## config.mk

```make
export PLATFORM = sky130hd
export DESIGN_NAME = choose_ref_node_datapath
export DESIGN_NICKNAME = d
export VERILOG_FILES = /design/src/rtl/choose_ref_node_datapath.sv
export SDC_FILE = /design/constraint.sdc
export NUM_CORES = 1
export LEC_CHECK = 0
export CAP_MARGIN = 20
export CORE_UTILIZATION = 45
export CTS_CLUSTER_SIZE = 16
export DETAILED_ROUTE_END_ITERATION = 16
export PLACE_DENSITY = 0.85
export SLEW_MARGIN = 40
export SYNTH_ARGS = -nofsm -noshare
export SYNTH_HDL_FRONTEND = slang
export SYNTH_SLANG_ARGS = --single-unit
export TNS_END_PERCENT = 100
```

## constraint.sdc

```tcl
create_clock -name clk -period 3.2 [get_ports clk]
set_clock_uncertainty 0.2 [all_clocks]
set_input_delay 0.48 -clock clk [delete_from_list [all_inputs] [get_ports clk]]
set_output_delay 0.48 -clock clk [all_outputs]
set_load 0.02 [all_outputs]
```

## src/rtl/choose_ref_node_datapath.sv

```systemverilog
// Datapath responder for the reference-node selection controller: sweeps the
// distance memory to infinity and judges/latches the chosen reference node.
module choose_ref_node_datapath #(
    parameter int MAX_NODES = 16,
    parameter int IDX_W     = 4,
    parameter int DIST_W    = 8
) (
    input  logic                 clk,
    input  logic                 program_resetn,
    input  logic                 go_reset_data,
    input  logic                 ld_node_index,
    input  logic                 go_judge_valid,
    input  logic [IDX_W-1:0]     node_in,
    input  logic [IDX_W:0]       node_count,
    input  logic [MAX_NODES-1:0] node_exists,
    output logic                 data_reset_done,
    output logic                 done_judge,
    output logic                 node_index_valid,
    output logic [IDX_W-1:0]     ref_node,
    output logic                 ref_node_valid,
    output logic                 dist_wr_en,
    output logic [IDX_W-1:0]     dist_wr_addr,
    output logic [DIST_W-1:0]    dist_wr_data,
    output logic                 busy
);

    typedef enum logic [2:0] {
        S_IDLE,
        S_CLEAR,
        S_CLEAR_DONE,
        S_JUDGE_RANGE,
        S_JUDGE_EXIST,
        S_JUDGE_DONE
    } state_t;

    localparam logic [IDX_W-1:0] LAST_ADDR = IDX_W'(MAX_NODES - 1);

    state_t               state_reg, state_next;
    logic [IDX_W-1:0]     idx_reg;
    logic [IDX_W-1:0]     clr_cnt_reg;
    logic [IDX_W-1:0]     ref_node_reg;
    logic                 ref_node_valid_reg;
    logic                 node_index_valid_reg;
    logic                 in_range_reg;

    logic                 in_range_next;
    logic [MAX_NODES-1:0] exist_hit;
    logic                 verdict_next;

    // One-hot match of the index register against each node slot; an index
    // beyond MAX_NODES-1 simply matches nothing.
    generate
        for (genvar gi = 0; gi < MAX_NODES; gi++) begin : g_exist
            assign exist_hit[gi] = node_exists[gi] && (idx_reg == IDX_W'(gi));
        end
    endgenerate

    assign in_range_next = (node_count != '0) && ({1'b0, idx_reg} < node_count);
    assign verdict_next  = in_range_reg && (|exist_hit);

    always_ff @(posedge clk or negedge program_resetn) begin
        if (!program_resetn) begin
            state_reg <= S_IDLE;
        end else begin
            state_reg <= state_next;
        end
    end

    always_comb begin
        state_next = state_reg;
        case (state_reg)
            S_IDLE: begin
                if (go_reset_data) begin
                    state_next = S_CLEAR;
                end else if (go_judge_valid) begin
                    state_next = S_JUDGE_RANGE;
                end
            end
            S_CLEAR: begin
                if (!go_reset_data) begin
                    state_next = S_IDLE;
                end else if (clr_cnt_reg == LAST_ADDR) begin
                    state_next = S_CLEAR_DONE;
                end
            end
            S_CLEAR_DONE: begin
                if (!go_reset_data) begin
                    state_next = S_IDLE;
                end
            end
            S_JUDGE_RANGE: begin
                state_next = go_judge_valid ? S_JUDGE_EXIST : S_IDLE;
            end
            S_JUDGE_EXIST: begin
                state_next = go_judge_valid ? S_JUDGE_DONE : S_IDLE;
            end
            S_JUDGE_DONE: begin
                if (!go_judge_valid) begin
                    state_next = S_IDLE;
                end
            end
            default: state_next = S_IDLE;
        endcase
    end

    always_ff @(posedge clk or negedge program_resetn) begin
        if (!program_resetn) begin
            idx_reg              <= '0;
            clr_cnt_reg          <= '0;
            ref_node_reg         <= '0;
            ref_node_valid_reg   <= 1'b0;
            node_index_valid_reg <= 1'b0;
            in_range_reg         <= 1'b0;
        end else begin
            if (ld_node_index) begin
                idx_reg <= node_in;
            end
            case (state_reg)
                S_IDLE: begin
                    if (go_reset_data) begin
                        clr_cnt_reg        <= '0;
                        ref_node_reg       <= '0;
                        ref_node_valid_reg <= 1'b0;
                    end
                end
                S_CLEAR: begin
                    clr_cnt_reg <= clr_cnt_reg + 1'b1;
                end
                S_JUDGE_RANGE: begin
                    in_range_reg <= in_range_next;
                end
                S_JUDGE_EXIST: begin
                    // The reference node is only committed when the judge
                    // actually completes, never on an abort.
                    if (state_next == S_JUDGE_DONE) begin
                        node_index_valid_reg <= verdict_next;
                        if (verdict_next) begin
                            ref_node_reg       <= idx_reg;
                            ref_node_valid_reg <= 1'b1;
                        end
                    end
                end
                default: ;
            endcase
        end
    end

    assign data_reset_done  = (state_reg == S_CLEAR_DONE);
    assign done_judge       = (state_reg == S_JUDGE_DONE);
    assign node_index_valid = node_index_valid_reg;
    assign ref_node         = ref_node_reg;
    assign ref_node_valid   = ref_node_valid_reg;
    assign dist_wr_en       = (state_reg == S_CLEAR);
    assign dist_wr_addr     = dist_wr_en ? clr_cnt_reg : '0;
    assign dist_wr_data     = '1;
    assign busy             = (state_reg == S_CLEAR) || (state_reg == S_JUDGE_RANGE) ||
                              (state_reg == S_JUDGE_EXIST);

endmodule

```

==> results of run 1 <==
[power groups by stage]
stage / logic (W) / registers (W) / clock network, W
floorplan: 0.000203 / 0.000330 / 0
global placement: 0.000321 / 0.000335 / 0
detailed placement: 0.000330 / 0.000337 / 0
CTS: 0.000332 / 0.000334 / 0.000140
global route: 0.000359 / 0.000343 / 0.000151
finish: 0.000332 / 0.000334 / 0.000136
[cell families (layout without fill, tap and decap cells)]
| group | count (synthesis) | after routing |
|---|---|---|
| other | 1 | 8 |
| buffers and inverters | 16 | 54 |
| DFF | 18 | 18 |
| and+or+nand+nor | 46 | 46 |
| xor gates and xnor gates | 1 | 1 |
| AOI/OAI and AO/OA | 23 | 23 |
| adders and majority gates | 4 | 4 |
| muxes | 12 | 12 |
[what timing repair did]
action,in CTS,in global routing
buffers inserted,0,0
setup endpoints to repair,0,0
endpoints found under the hold margin,0,18
hold buffers,0,1
[stage by stage]
| step | total power, W | std cells | util | hold slack [ps] | setup slack [ps] |
|---|---|---|---|---|---|
| floorplan | 0.000533 | 128 | - | -15.6 | 1060 |
| global placement | 0.000657 | 191 | 0.645 | 290 | 719 |
| detailed placement | 0.000666 | 191 | 0.645 | 296 | 645 |
| CTS | 0.000805 | 195 | 0.660 | 319 | 293 |
| global route | 0.000852 | 196 | 0.662 | 349 | 156 |
| finish | 0.000802 | 196 | 0.662 | 310 | 287 |
[worst paths after layout]
| kind | startpoint | endpoint | slack, ps | cells after the start |
|---|---|---|---|---|
| worst max-delay path | state_reg[2]$_DFF_PN0_ | dist_wr_addr[2] | 290 | 4 |
| worst min-delay path | ref_node[2]$_DFFE_PN0P_ | ref_node[2]$_DFFE_PN0P_ | 310 | 1 |
| worst max register to register | idx_reg[0]$_DFFE_PN0P_ | ref_node[3]$_DFFE_PN0P_ | 1080 | 5 |
| worst min register to register | ref_node[2]$_DFFE_PN0P_ | ref_node[2]$_DFFE_PN0P_ | 310 | 1 |
| max in group asynchronous | program_resetn | ref_node[0]$_DFFE_PN0P_ | 2080 | 2 |
| min in group asynchronous | program_resetn | state_reg[1]$_DFF_PN0_ | 440 | 2 |
[cells in the final DEF (no fill, tap or decap), drive strengths merged, types with 2 or more instances in the layout]
master,count
nor2,11
mux2,6
dfrtp,18
ha,4
inv,6
a21boi,2
nand2b,4
mux2i,4
conb,8
clkdlybuf4s50,42
nor3,2
a21oi,4
a31oi,2
clkbuf,4
a22o,2
nor4,2
mux4,2
o21ai,5
and2,5
a21o,2
nor2b,3
nand2,15
[layer usage]
metal	part of all wire	up-vias	routed length, µm	track usage
li1	-	500	-	-
met1	0.43	490	1150	0.257
met2	0.47	52	1270	0.363
met3	0.087	5	236	0.0259
met4	0.014	0	39	0.0614
met5	0	-	0	0
[worst reg2reg max path: cells and delay by family, from the launching register on]
family	cells	cell delay, ps
flops	1	600
compound gates	1	260
mux	2	800
simple gates	2	190
[cell type report]
type                       count  area, µm²
inverter                       6       22.5
timing repair buffer          44        435
tap                           30       37.5
sequential                    18        450
multi-input combinational     94        643
fill                         206        830
clock buffer                   4       36.3
==> summary.txt, run 1 <==
Synthesis
  – Most used DFF post-synth: dfrtp_1
  – Yosys cell types: 40
  – Commonest cells in the netlist: dfrtp_1, nand2_1, nor2_1
  – Most common cell in the netlist: dfrtp_1
  – Mux contribution to synthesized area: 0.131
  – Sequential area share after synthesis: 0.386
  – Mapped Area: 1170 µm²
  – Post-synthesis simple-gate area fraction: 0.203
  – Yosys warning count: 0
  – Gate Count Post-Synth: 121
  – Post-synthesis compound-gate area fraction: 0.142
  – Main combinational cell family by area after synthesis: simple AND/OR/NAND/NOR gates
  – Number of synthesized flops with an enable pin: 0
  – Synthesis-stage register bit count: 18
  – Adder-Cell Fraction of Synth Area: 0.0429
  – Syn_area_per_cell: 9.64 µm²
  – Proportion of netlist area held by the largest area contributor: 0.386
  – Cell taking the most area after synthesis: dfrtp_1
  – Synth Area in XOR/XNOR: 0.00751
  – Ys async rst share: 1.00
  – Synth top area cells: dfrtp_1, mux2_2, buf_4

Global routing
  – Vias in the first global route: 1023
  – Gr ovfl total: 0
  – Largest net degree at the start of global routing: 19
  – Antenna violations before repair: 0
  – First-pass GRT wire length: 4230 µm
  – GRT Total Usage: 0.205

Floorplanning
  – Initial Util: 0.475
  – Die width: 52.9 µm
  – Core ar.: 2450 µm²
  – Total die area: 2800 µm²
  – Die height: 52.9 µm
  – Row Count: 18
  – I/O pin cnt: 52

Clock tree
  – TritonCTS sink count: 18
  – Clock latency on the worst-skew pair: 290 ps
  – CTS max path bufs: 2
  – Worst-path clk slew: 90 ps
  – Root buf cell: clkbuf_4
  – Post-cts resize count: 0
  – # H-tree levels: 1
  – CTS tree: done
  – CTS buffer count: 3

Power and ir drop
  – Combinational Power Share: 0.414
  – Net switching fraction of the power: 0.356
  – VDD IR max: 0.440 mV
  – Switch Pwr: 0.000286 W
  – Static Leak: 0.722 nW
  – Power Dens Cells: 493 nW/µm²
  – Sequential share of power: 0.416
  – P_int: 0.000516 W
  – Clk pwr share: 0.169

Timing
  – Setup-failing EPs final: 0
  – Final hold viol count: 0
  – Period utilisation layout: 0.910
  – TNS Setup: 0 ps
  – RSZ-0062 raised after global routing: no
  – Worst-Margin Slew: 480 ps
  – Max Clk Rate: 343 MHz
  – Max-slew violations: 0
  – Crit path time final: 2910 ps
  – Slew margin rel.: 0.672

Setup path
  – CP Capture Type: output port
  – Largest stage delay, worst path: 610 ps
  – Worst Path Required: 2520 ps
  – Crit-path slowest cell: clkdlybuf4s50_1
  – Critical path peak fanout: 10
  – Startpoint types: register
  – Delay-heaviest family, CP: simple AND/OR/NAND/NOR gates
  – CP arrival: 2230 ps
  – CP Buf/Inv Count: 1
  – Critical path type: register to output port
  – Crit path cell chain: nand2b_1, nor2_1, and2_1, clkdlybuf4s50_1

Detailed routing
  – Post-DRT Antenna Nets: 0
  – DR vias/cell: 5.34
  – DRT Pass-1 Iters: 4
  – DRC: 0
  – Via Count: 1047
  – DR iter-0 viols: 13
  – Final wirelength: 2700 µm
  – WL/cell: 13.8 µm

Job
  – Max Cap Viol: 0

Finish
  – Post-route cell area: 1630 µm²
  – Layout Nets: 201
  – Ratio of cells with drive above 1 in the final layout: 0.108
  – Area grow syn2layout: 39.4%
  – Number of diodes: 0

Placement
  – Routability cong.: 0.840
  – Detail Placement HPWL: 2080 µm
  – PortBufs: 43
  – Dpl cell area: 1580 µm²

Min path
  – HP Class: register to register

Outcome
  – Status: completed
Note: power is estimated with default switching activity, not from simulation.
==> inputs of run 2 (changes only) <==
--- a/config.mk
+++ b/config.mk
@@ -6,10 +6,10 @@
 export NUM_CORES = 1
 export LEC_CHECK = 0
 export CAP_MARGIN = 20
-export CORE_UTILIZATION = 45
+export CORE_UTILIZATION = 40
 export CTS_CLUSTER_SIZE = 16
 export DETAILED_ROUTE_END_ITERATION = 16
-export PLACE_DENSITY = 0.85
+export PLACE_DENSITY = 0.77
 export SLEW_MARGIN = 40
 export SYNTH_ARGS = -nofsm -noshare
 export SYNTH_HDL_FRONTEND = slang
==> run 2 against run 1 <==
Via count shrank 2.2%; critical path depth unchanged; core utilization is 7.2 points lower; die area up 12%; largest cell class unchanged; sequential share of layout area barely moved; critical path type unchanged; global-route usage shrank 1.8 points.
==> summary.txt, run 2 (synthesis gave the netlist of run 1 again) <==
Global routing
  – Antenna violations before repair: 0
  – Largest net degree at the start of global routing: 19
  – First-pass GRT wire length: 4780 µm
  – Vias in the first global route: 1103
  – GRT Total Usage: 0.187
  – Gr ovfl total: 0

Placement
  – Post-placement setup slack: 627 ps
  – Placed Cells: 192
  – Detail Placement HPWL: 2040 µm
  – PortBufs: 43
  – Routability cong.: 0.822

Timing
  – Final hold viol count: 0
  – Setup-failing EPs final: 0
  – TNS Setup: 0 ps
  – Crit path setup slack, layout: 311 ps
  – Crit path time final: 2890 ps
  – Smallest hold slack: 312 ps
  – RSZ-0062 raised after global routing: no
  – Period utilisation layout: 0.903
  – Slew margin rel.: 0.589
  – Max-slew violations: 0
  – Worst-Margin Slew: 601 ps
  – Max Clk Rate: 346 MHz

Setup path
  – Critical path peak fanout: 10
  – Reg2reg start: idx_reg[0]$_DFFE_PN0P_
  – Critical path type: register to output port
  – Startpoint types: register
  – Reg-to-Reg End: ref_node[3]$_DFFE_PN0P_
  – CP arrival: 2210 ps
  – Largest stage delay, worst path: 630 ps
  – Worst Path Required: 2520 ps
  – R2R depth: 5
  – Crit path cell chain: nand2b_1, nor2_1, and2_1, clkdlybuf4s50_1
  – CP Capture Type: output port
  – Crit-path slowest cell: clkdlybuf4s50_1
  – R2R Setup Slk: 1090 ps

Detailed routing
  – Via Count: 1024
  – Post-DRT Antenna Nets: 0
  – DR iter-0 viols: 16
  – WL/cell: 13.2 µm
  – Final wirelength: 2610 µm
  – DRC: 0
  – DR vias/cell: 5.20
  – DRT Pass-1 Iters: 4

Outcome
  – Status: completed

Power and ir drop
  – VDD IR max: 0.487 mV
  – Static Leak: 0.722 nW
  – Power Dens Cells: 488 nW/µm²

Clock tree
  – Setup bufs post-CTS: 0
  – CTS buffer count: 3
  – Clock latency on the worst-skew pair: 280 ps
  – CTS max path bufs: 2
  – Root buf cell: clkbuf_4
  – CTS tree: done
  – # H-tree levels: 1
  – Worst-path clk slew: 100 ps
  – TritonCTS sink count: 18

Job
  – Max Cap Viol: 0

Finish
  – # fillers: 253
  – Area grow syn2layout: 39.5%
  – Finished Core Util: 0.590
  – Layout Nets: 201
  – Commonest non-fill, non-tap cell in the layout: clkdlybuf4s50_1
  – Ratio of cells with drive above 1 in the final layout: 0.108
  – Number of diodes: 0
  – Non-filler cells, final: 197
  – Most frequent cells in the layout: clkdlybuf4s50_1, dfrtp_1, nand2_1, nor2_1, conb_1

Min path
  – Hold Path Depth: 2
  – HP Class: register to register
  – Worst Hold End: node_index_valid$_DFFE_PN0P_
  – Min-delay src: node_index_valid$_DFFE_PN0P_

Floorplanning
  – Die height: 56.0 µm
  – Initial Util: 0.423
  – Total die area: 3140 µm²
  – I/O pin cnt: 52
  – Core ar.: 2760 µm²
  – Row Count: 19
  – Die width: 56.0 µm
==> run 2: final cells by class <==
cell class,instances,area [µm²],area share
well taps,31,38.8,0.0238
flip-flops and latches,18,450,0.277
clock buffers,4,36.3,0.0223
repair buffers,44,435,0.268
inverters,6,22.5,0.0138
multi-input cells,94,643,0.395
==> run 2: critical path: cells and delay by family, from the launching register on <==
family                 cells  cell delay (ps)
DFF                        1              460
buffers and inverters      1              630
and+or+nand+nor            3              830
==> run 2: metal layers <==
layer | share of wire | global-route usage | routed length [µm]
met1 | 0.44 | 0.231 | 1150
met2 | 0.47 | 0.330 | 1230
met3 | 0.083 | 0.0465 | 216
met4 | 0.0023 | 0.0418 | 6
met5 | 0 | 0 | 0
==> run 2: power by group <==
group | switching [W] | internal (W) | leakage [nW] | total [W]
combinational | 0.000157 | 0.000171 | 0.472 | 0.000329
clock | 0.0000651 | 0.0000692 | 0.0210 | 0.000134
sequential | 0.0000554 | 0.000275 | 0.230 | 0.000331
total | 0.000278 | 0.000516 | 0.722 | 0.000794
==> run 2: worst max path at each step <==
stage / startpoint / end / slack [ps] / cells past startpoint
6_report: state_reg[2]$_DFF_PN0_ / dist_wr_addr[3] / 310 / 4
5_1_grt: state_reg[2]$_DFF_PN0_ / dist_wr_addr[3] / 140 / 4
4_1_cts: state_reg[2]$_DFF_PN0_ / dist_wr_addr[3] / 290 / 4
3_5_place_dp: state_reg[2]$_DFF_PN0_ / dist_wr_addr[3] / 630 / 4
3_3_place_gp: go_reset_data / ref_node[2]$_DFFE_PN0P_ / 710 / 6
2_1_floorplan: state_reg[2]$_DFF_PN0_ / dist_wr_addr[0] / 1060 / 3
==> run 2: per-stage QoR <==
stage	total power (W)	area [µm²]
2_1_floorplan	0.000533	1190
3_3_place_gp	0.000659	1590
3_5_place_dp	0.000664	1590
4_1_cts	0.000805	1620
5_1_grt	0.000856	1630
6_report	0.000794	1630
==> run 2: what timing repair did <==
item	in CTS	in global routing
setup endpoints to repair	0	0
resized for setup	0	0
hold endpoints to repair	0	18
hold buffers	0	1
==> inputs of run 3 (changes only) <==
--- a/config.mk
+++ b/config.mk
@@ -6,10 +6,9 @@
 export NUM_CORES = 1
 export LEC_CHECK = 0
 export CAP_MARGIN = 20
-export CORE_UTILIZATION = 40
-export CTS_CLUSTER_SIZE = 16
+export CORE_UTILIZATION = 37
 export DETAILED_ROUTE_END_ITERATION = 16
-export PLACE_DENSITY = 0.77
+export PLACE_DENSITY = 0.75
 export SLEW_MARGIN = 40
 export SYNTH_ARGS = -nofsm -noshare
 export SYNTH_HDL_FRONTEND = slang
==> constraint.sdc (replaced) <==
create_clock -name clk -period 2.6 [get_ports clk]
set_clock_uncertainty 0.2 [all_clocks]
set_input_delay 0.39 -clock clk [delete_from_list [all_inputs] [get_ports clk]]
set_output_delay 0.39 -clock clk [all_outputs]
set_load 0.02 [all_outputs]
==> run 3 against run 2 <==
Critical path type unchanged; sequential cell count is the same; count of clock-buffer cells in the layout stayed put; global-route usage decreased by 2.4 points; sequential power rose by 24%; die area rose by 7.8%; total power rose by 24%; core utilization decreased by 3.9 points; hold slack gained 22 ps; clock power up 25%; highest routed layer unchanged; cell count rose by 7.6%.
==> summary.txt, run 3 (synthesis gave the netlist of run 1 again) <==
Floorplanning
  – Row Count: 20
  – Die width: 58.1 µm
  – Initial Util: 0.385
  – Core ar.: 3030 µm²
  – Die height: 58.1 µm
  – Total die area: 3380 µm²
  – I/O pin cnt: 52

Setup path
  – R2R depth: 5
  – Crit path cell chain: nand2b_1, nor2_1, buf_4, clkdlybuf4s50_1
  – Reg-to-Reg End: ref_node[3]$_DFFE_PN0P_
  – Reg2reg start: idx_reg[0]$_DFFE_PN0P_
  – CP Capture Type: output port
  – Critical path peak fanout: 10
  – R2R Setup Slk: 480 ps
  – Crit-path slowest cell: clkdlybuf4s50_1
  – Startpoint types: register
  – CP arrival: 1830 ps
  – Worst Path Required: 2010 ps
  – Critical path type: register to output port
  – Largest stage delay, worst path: 610 ps

Placement
  – Routability cong.: 0.779
  – Detail Placement HPWL: 2000 µm
  – Post-placement setup slack: 217 ps
  – Dpl cell area: 1620 µm²
  – PortBufs: 43

Power and ir drop
  – Static Leak: 0.797 nW
  – Power Dens Cells: 591 nW/µm²
  – VDD IR max: 0.415 mV

Timing
  – Slew margin rel.: 0.650
  – Max-slew violations: 0
  – Worst-Margin Slew: 512 ps
  – Crit path time final: 2420 ps
  – Smallest hold slack: 334 ps
  – RSZ-0062 raised after global routing: no
  – Max Clk Rate: 413 MHz
  – Crit path setup slack, layout: 180 ps
  – Setup-failing EPs final: 0
  – Period utilisation layout: 0.931
  – TNS Setup: 0 ps
  – Final hold viol count: 0

Clock tree
  – Setup bufs post-CTS: 0
  – # H-tree levels: 1
  – TritonCTS sink count: 18
  – Worst-path clk slew: 100 ps
  – Clock latency on the worst-skew pair: 290 ps
  – CTS max path bufs: 2
  – Root buf cell: clkbuf_4
  – CTS tree: done
  – CTS buffer count: 3

Detailed routing
  – DR iter-0 viols: 32
  – DRC: 0
  – Final wirelength: 2580 µm
  – DRT Pass-1 Iters: 4
  – Via Count: 1037
  – Post-DRT Antenna Nets: 0
  – WL/cell: 12.2 µm
  – DR vias/cell: 4.89

Global routing
  – GRT Total Usage: 0.163
  – Antenna violations before repair: 0
  – First-pass GRT wire length: 4350 µm
  – Gr ovfl total: 0
  – Vias in the first global route: 1030
  – Largest net degree at the start of global routing: 19

Min path
  – Min-delay src: ref_node[0]$_DFFE_PN0P_
  – HP Class: register to register
  – Hold Path Depth: 2
  – Worst Hold End: ref_node[0]$_DFFE_PN0P_

Finish
  – Area grow syn2layout: 43.1%
  – Number of diodes: 0
  – Most frequent cells in the layout: clkdlybuf4s50_1, dfrtp_1, nand2_1, nor2_1, conb_1
  – Ratio of cells with drive above 1 in the final layout: 0.125
  – Commonest non-fill, non-tap cell in the layout: clkdlybuf4s50_1
  – Post-route cell area: 1670 µm²
  – Layout Nets: 203

Outcome
  – Status: completed

Job
  – Max Cap Viol: 0
## run 3: cell types whose count changed in the layout (fill, tap and decap cells not counted), sizes merged
| cell | before | now |
|---|---|---|
| dlymetal6s2s | 0 | 4 |
| clkdlybuf4s50 | 42 | 38 |
| buf | 1 | 3 |
## run 3: metal layers
layer | up-vias | part of all wire | global-route usage
met1 | 491 | 0.45 | 0.212
li1 | 504 | - | -
met3 | 2 | 0.055 | 0.0290
met2 | 40 | 0.49 | 0.282
met5 | - | 0 | 0
met4 | 0 | 0.0074 | 0.0374
## run 3: how the worst max path moves through the flow
stage / startpoint / endpoint / slack [ps] / cells past startpoint
floorplan: state_reg[2]$_DFF_PN0_ / dist_wr_addr[0] / 550 / 3
global placement: go_reset_data / ref_node[2]$_DFFE_PN0P_ / 290 / 6
detailed placement: go_reset_data / ref_node[2]$_DFFE_PN0P_ / 220 / 6
CTS: state_reg[2]$_DFF_PN0_ / dist_wr_addr[1] / 7 / 5
global route: state_reg[2]$_DFF_PN0_ / dist_wr_en / 60 / 4
finish: state_reg[2]$_DFF_PN0_ / dist_wr_en / 180 / 4
## run 3: worst max-delay path, delay by kind of cell, from the launching register on
kind                   cells  cell delay [ps]
buffers and inverters      2              770
DFF                        1              460
and+or+nand+nor            2              320
## run 3: final cells by class
| cell class | count | area, µm² |
|---|---|---|
| Multi-Input combinational cell | 94 | 643 |
| Clock buffer | 4 | 36.3 |
| Inverter | 6 | 22.5 |
| Sequential cell | 18 | 452 |
| Fill cell | 279 | 1360 |
| Timing Repair Buffer | 46 | 460 |
| Tap cell | 44 | 55.1 |
## run 3: repair_timing
action | in CTS | in global routing
setup endpoints to repair | 0 | 4
endpoints found under the hold margin | 0 | 18
hold buffers | 0 | 1
resized for setup | 0 | 5
## run 3: where the power goes
part	switching [W]	internal (W)
Sequential	0.0000722	0.000339
Clock	0.0000815	0.0000851
Combinational	0.000194	0.000215
## run 3: metrics by stage
stage | cells | power (W) | util
final | 212 | 0.000987 | 0.551
after global routing | 212 | 0.00106 | 0.551
after CTS | 211 | 0.000997 | 0.546
after detailed placement | 207 | 0.000827 | 0.534
after global placement | 207 | 0.000820 | 0.534
after floorplan | 128 | 0.000656 | -
